### src/rtl/serial_arith_pkg.sv
// Shared definitions for the bit-serial arithmetic blocks: FSM encoding and
// the sizing helper for the bit counter.
package serial_arith_pkg;

    typedef enum logic [1:0] {
        IDLE  = 2'd0,
        SHIFT = 2'd1,
        DONE  = 2'd2
    } state_t;

    // Counter width for WIDTH bit positions; never narrower than one bit.
    function automatic int cnt_width(input int width);
        int w;
        w = $clog2(width);
        return (w < 1) ? 1 : w;
    endfunction

endpackage

### src/rtl/full_adder_bit.sv
// Combinational 1-bit full-adder cell; the additive twin of the subtractor
// bit cell.
module full_adder_bit (
    input  logic x,
    input  logic y,
    input  logic ci,
    output logic s,
    output logic co
);

    assign s  = x ^ y ^ ci;
    assign co = (x & y) | (x & ci) | (y & ci);

endmodule

### src/rtl/serial_adder.sv
// Bit-serial adder: {cout,sum} = a + b + cin, one bit per clock, LSB first,
// through a single full-adder cell and a carry flop.
module serial_adder
    import serial_arith_pkg::*;
#(
    parameter int WIDTH = 4
) (
    input  logic             clk,
    input  logic             rst_n,
    input  logic             start,
    input  logic [WIDTH-1:0] a,
    input  logic [WIDTH-1:0] b,
    input  logic             cin,
    output logic             busy,
    output logic             done,
    output logic [WIDTH-1:0] sum,
    output logic             cout
);

    localparam int CW = cnt_width(WIDTH);
    localparam logic [CW-1:0] LAST_BIT = CW'(WIDTH - 1);

    state_t           state_reg;
    logic [WIDTH-1:0] a_sh_reg;
    logic [WIDTH-1:0] b_sh_reg;
    logic             carry_reg;
    logic [CW-1:0]    cnt_reg;

    logic             fa_s;
    logic             fa_co;
    logic [WIDTH-1:0] sum_full;

    full_adder_bit u_fa (
        .x  (a_sh_reg[0]),
        .y  (b_sh_reg[0]),
        .ci (carry_reg),
        .s  (fa_s),
        .co (fa_co)
    );

    // The final sum bit goes straight into the result register, so the
    // partial-sum shifter only needs to hold the WIDTH-1 earlier bits.
    generate
        if (WIDTH == 1) begin : g_sum_w1
            assign sum_full = fa_s;
        end else begin : g_sum_wn
            logic [WIDTH-2:0] sum_sh_reg;

            assign sum_full = {fa_s, sum_sh_reg};

            always_ff @(posedge clk or negedge rst_n) begin
                if (!rst_n) begin
                    sum_sh_reg <= '0;
                end else if (state_reg == SHIFT) begin
                    sum_sh_reg <= sum_full[WIDTH-1:1];
                end
            end
        end
    endgenerate

    always_ff @(posedge clk or negedge rst_n) begin
        if (!rst_n) begin
            state_reg <= IDLE;
            a_sh_reg  <= '0;
            b_sh_reg  <= '0;
            carry_reg <= 1'b0;
            cnt_reg   <= '0;
            busy      <= 1'b0;
            done      <= 1'b0;
            sum       <= '0;
            cout      <= 1'b0;
        end else begin
            done <= 1'b0;
            case (state_reg)
                // DONE accepts a new start exactly like IDLE (back-to-back).
                IDLE, DONE: begin
                    if (start) begin
                        a_sh_reg  <= a;
                        b_sh_reg  <= b;
                        carry_reg <= cin;
                        cnt_reg   <= '0;
                        busy      <= 1'b1;
                        state_reg <= SHIFT;
                    end else begin
                        busy      <= 1'b0;
                        state_reg <= IDLE;
                    end
                end
                SHIFT: begin
                    a_sh_reg  <= a_sh_reg >> 1;
                    b_sh_reg  <= b_sh_reg >> 1;
                    carry_reg <= fa_co;
                    cnt_reg   <= cnt_reg + 1'b1;
                    if (cnt_reg == LAST_BIT) begin
                        sum       <= sum_full;
                        cout      <= fa_co;
                        busy      <= 1'b0;
                        done      <= 1'b1;
                        state_reg <= DONE;
                    end
                end
                default: begin
                    busy      <= 1'b0;
                    state_reg <= IDLE;
                end
            endcase
        end
    end

endmodule

### config.mk
export PLATFORM = sky130hd
export DESIGN_NAME = serial_adder
export DESIGN_NICKNAME = d
export VERILOG_FILES = /design/src/rtl/serial_arith_pkg.sv /design/src/rtl/full_adder_bit.sv /design/src/rtl/serial_adder.sv
export SDC_FILE = /design/constraint.sdc
export NUM_CORES = 1
export LEC_CHECK = 0
export CORE_MARGIN = 2
export CORE_UTILIZATION = 25
export DETAILED_ROUTE_END_ITERATION = 12
export PLACE_DENSITY = 0.52
export SLEW_MARGIN = 10
export SYNTH_ARGS = -nofsm -noshare
export SYNTH_HDL_FRONTEND = slang
export SYNTH_SLANG_ARGS = --single-unit
### constraint.sdc
create_clock -name clk -period 1.34 [get_ports clk]
set_input_delay 0.335 -clock clk [delete_from_list [all_inputs] [get_ports clk]]
set_output_delay 0.335 -clock clk [all_outputs]
set_load 0.02 [all_outputs]
==> load_flow_metrics.sql <==
INSERT INTO impl_metrics (metric_group, metric, value, unit) VALUES
('synth', 'post_synth_num_cell_types', '21', ''),
('synth', 'postSynthAreaPerCell', '13.9', 'um2'),
('floorplan', 'ioPinCount', '19', ''),
('synth', 'post_synth_main_area_contributors', 'dfrtp_1 (53%), mux2i_1 (20%), mux2_2 (6.2%), buf_6 (2.1%), mux2_1 (2.1%)', ''),
('floorplan', 'fp.dieW', '69.8', 'um'),
('global_routing', 'wire_length_of_the_first_global_routing_pass', '3590', 'um'),
('power_and_ir_drop', 'switching_power_share_of_the_total', '34.3', '%'),
('routing', 'drt_pass1_iterations', '4', ''),
('power_and_ir_drop', 'power.switching', '1060', 'uW'),
('sta', 'max_freq', '764', 'MHz'),
('placement', 'hpwlAfterDp', '1460', 'um'),
('floorplan', 'start_util', '26.5', '%'),
('synth', 'synth_seq_area_share', '53.2', '%'),
('cts', 'clk-insertion-delay-late', '260', 'ps'),
('synth', 'synth.most_common_cell', 'dfrtp_1', ''),
('routing', 'number_of_vias_in_the_routed_layout', '690', ''),
('floorplan', 'placeable_core_region', '4090', 'um2'),
('critical_path', 'timing.critical_path.buf_inv', '1', ''),
('critical_path', 'critical_path_cell_count', '1', ''),
('synth', 'synth_commonest_cells', 'dfrtp_1 (23), mux2i_1 (22), mux2_2 (6)', ''),
('critical_path', 'slowest_stage', 'dfrtp_1', ''),
('synth', 'synth.net_count', '92', ''),
('floorplan', 'std_cell_rows', '23', ''),
('routing', 'antenna_violating_nets_post_route', '0', ''),
('critical_path', 'flop2flop_setup_slack', '40', 'ps'),
('outcome', 'outcome', 'finished, final reports clean', ''),
('sta', 'rsz0062_at_grt', 'true', ''),
('global_routing', 'grt_max_degree', '24', ''),
('routing', 'dr.first_iter.drc_count', '27', ''),
('placement', 'port_buffers', '18', ''),
('routing', 'drc', '0', ''),
('placement', 'gp_routability_congestion', '0.736', ''),
('critical_path', 'timing.setup.critical_path_class', 'reg -> out', ''),
('sta', 'maxSlewViolCount', '0', ''),
('routing', 'detail_route.wl_per_cell', '13.3', 'um'),
('final_layout', 'post_layout_nonfiller_instances', '156', ''),
('routing', 'wl', '2070', 'um'),
('sta', 'post-route-period-util', '97.7', '%'),
('critical_path', 'critical_path.startpoint', 'cout$_DFFE_PN0P_', ''),
('synth', 'synth-edff-count', '0', ''),
('synth', 'mappedNetlistArea', '1080', 'um2'),
('critical_path', 'cp.arrival', '970', 'ps'),
('cts', 'clk_pin_slew_worst_paths', '90', 'ps'),
('synth', 'synthCells', '78', ''),
('power_and_ir_drop', 'power.share.sequential', '39.7', '%'),
('final_layout', 'fin_nets', '121', ''),
('flow_run', 'timing.max_cap.violations', '0', ''),
('final_layout', 'final_cell_area', '1430', 'um2'),
('cts', 'ctsHtreeMaxLevel', '1', ''),
('global_routing', 'antenna_found_initial', '0', ''),
('routing', 'via_per_inst', '4.42', ''),
('floorplan', 'die_h', '69.8', 'um'),
('cts', 'tritoncts', 'built', ''),
('final_layout', 'finish.utilization', '35.0', '%'),
('cts', 'cts_num_sinks', '23', ''),
('power_and_ir_drop', 'static_leakage', '0.000697', 'uW'),
('sta', 'finalHoldViolations', '0', ''),
('power_and_ir_drop', 'irDropWorstVdd', '0.651', 'mV'),
('synth', 'synthDominantAreaCellType', 'dfrtp_1', ''),
('cts', 'cts_made_buffers', '3', ''),
('critical_path', 'r2r-start', 'carry_reg$_DFFE_PN0P_', ''),
('sta', 'totalNegativeSetupSlack', '0', 'ps'),
('synth', 'synthesis.yosys.warnings', '0', ''),
('critical_path', 'timing.critical_path.cells', 'dlygate4sd2_1', ''),
('power_and_ir_drop', 'p_comb_share', '46.3', '%'),
('critical_path', 'worst-path-max-fanout', '2', ''),
('sta', 'layout_min_cycle_time', '1310', 'ps'),
('synth', 'synth-seq-cells', '23', ''),
('global_routing', 'total_gr_overflow', '0', ''),
('sta', 'final-setup-viol-count', '0', ''),
('global_routing', 'grt_pass1_vias', '737', '');
cells by family after synthesis:
family          share of synthesized area (%)
compound gates                           4.28
fa+ha+maj                                3.01
simple gates                             3.70
mux                                      30.1
buf+inv                                  4.86
xor+xnor                                0.810
flops                                    53.2
power groups by stage:
stage | logic (uW) | clock network (uW) | registers, uW
floorplan | 864 | 0 | 1300
global placement | 1410 | 0 | 1230
detailed placement | 1450 | 0 | 1240
CTS | 1420 | 446 | 1230
global route | 1590 | 469 | 1280
finish | 1430 | 433 | 1220
how the worst max path moves through the flow:
stage,end
floorplan,g_sum_wn.sum_sh_reg[2]$_DFFE_PN0P_
detailed placement,a_sh_reg[1]$_DFFE_PN0P_
CTS,g_sum_wn.sum_sh_reg[2]$_DFFE_PN0P_
global placement,b_sh_reg[1]$_DFFE_PN0P_
finish,cout
global route,g_sum_wn.sum_sh_reg[2]$_DFFE_PN0P_
layout make-up:
cell class	instances	area, um2
Timing Repair Buffer	29	267
Multi-Input combinational cell	46	465
Tap cell	50	62.6
Sequential cell	23	576
Clock buffer	3	41.3
Clock inverter	1	5.00
Inverter	4	15.0
Fill cell	422	2660
cell usage in the layout (no fill, tap or decap), types with 2 or more instances in the layout:
cell,instances
a22o_1,2
buf_4,10
clkbuf_8,3
clkdlybuf4s50_1,11
dfrtp_1,23
dlygate4sd2_1,7
inv_1,4
mux2_2,6
mux2_4,2
mux2i_1,22
nor2b_1,2
per-layer routing:
metal  wire [um]  global-route usage [%]  vias up
li1            -                       -      326
met1        1050                    12.8      347
met2         934                    14.2       15
met3          72                    2.33        2
met4          14                    3.85        0
met5           0                       0        -
what timing repair did:
item,in CTS,in global routing
resized for setup,8,1
setup endpoints to repair,8,3
hold endpoints to repair,0,0
cloned,0,0
buffers inserted,0,1
pin swaps,1,1
through the flow:
step	total power (uW)	hold WS [ps]	worst slack [ps]
floorplan	2160	39.4	60.7
global placement	2630	491	-72.6
detailed placement	2680	493	-138
CTS	3100	418	19.3
global route	3340	431	-6.34
finish	3090	414	31.3
No activity file was read; power rests on OpenSTA's default activity.
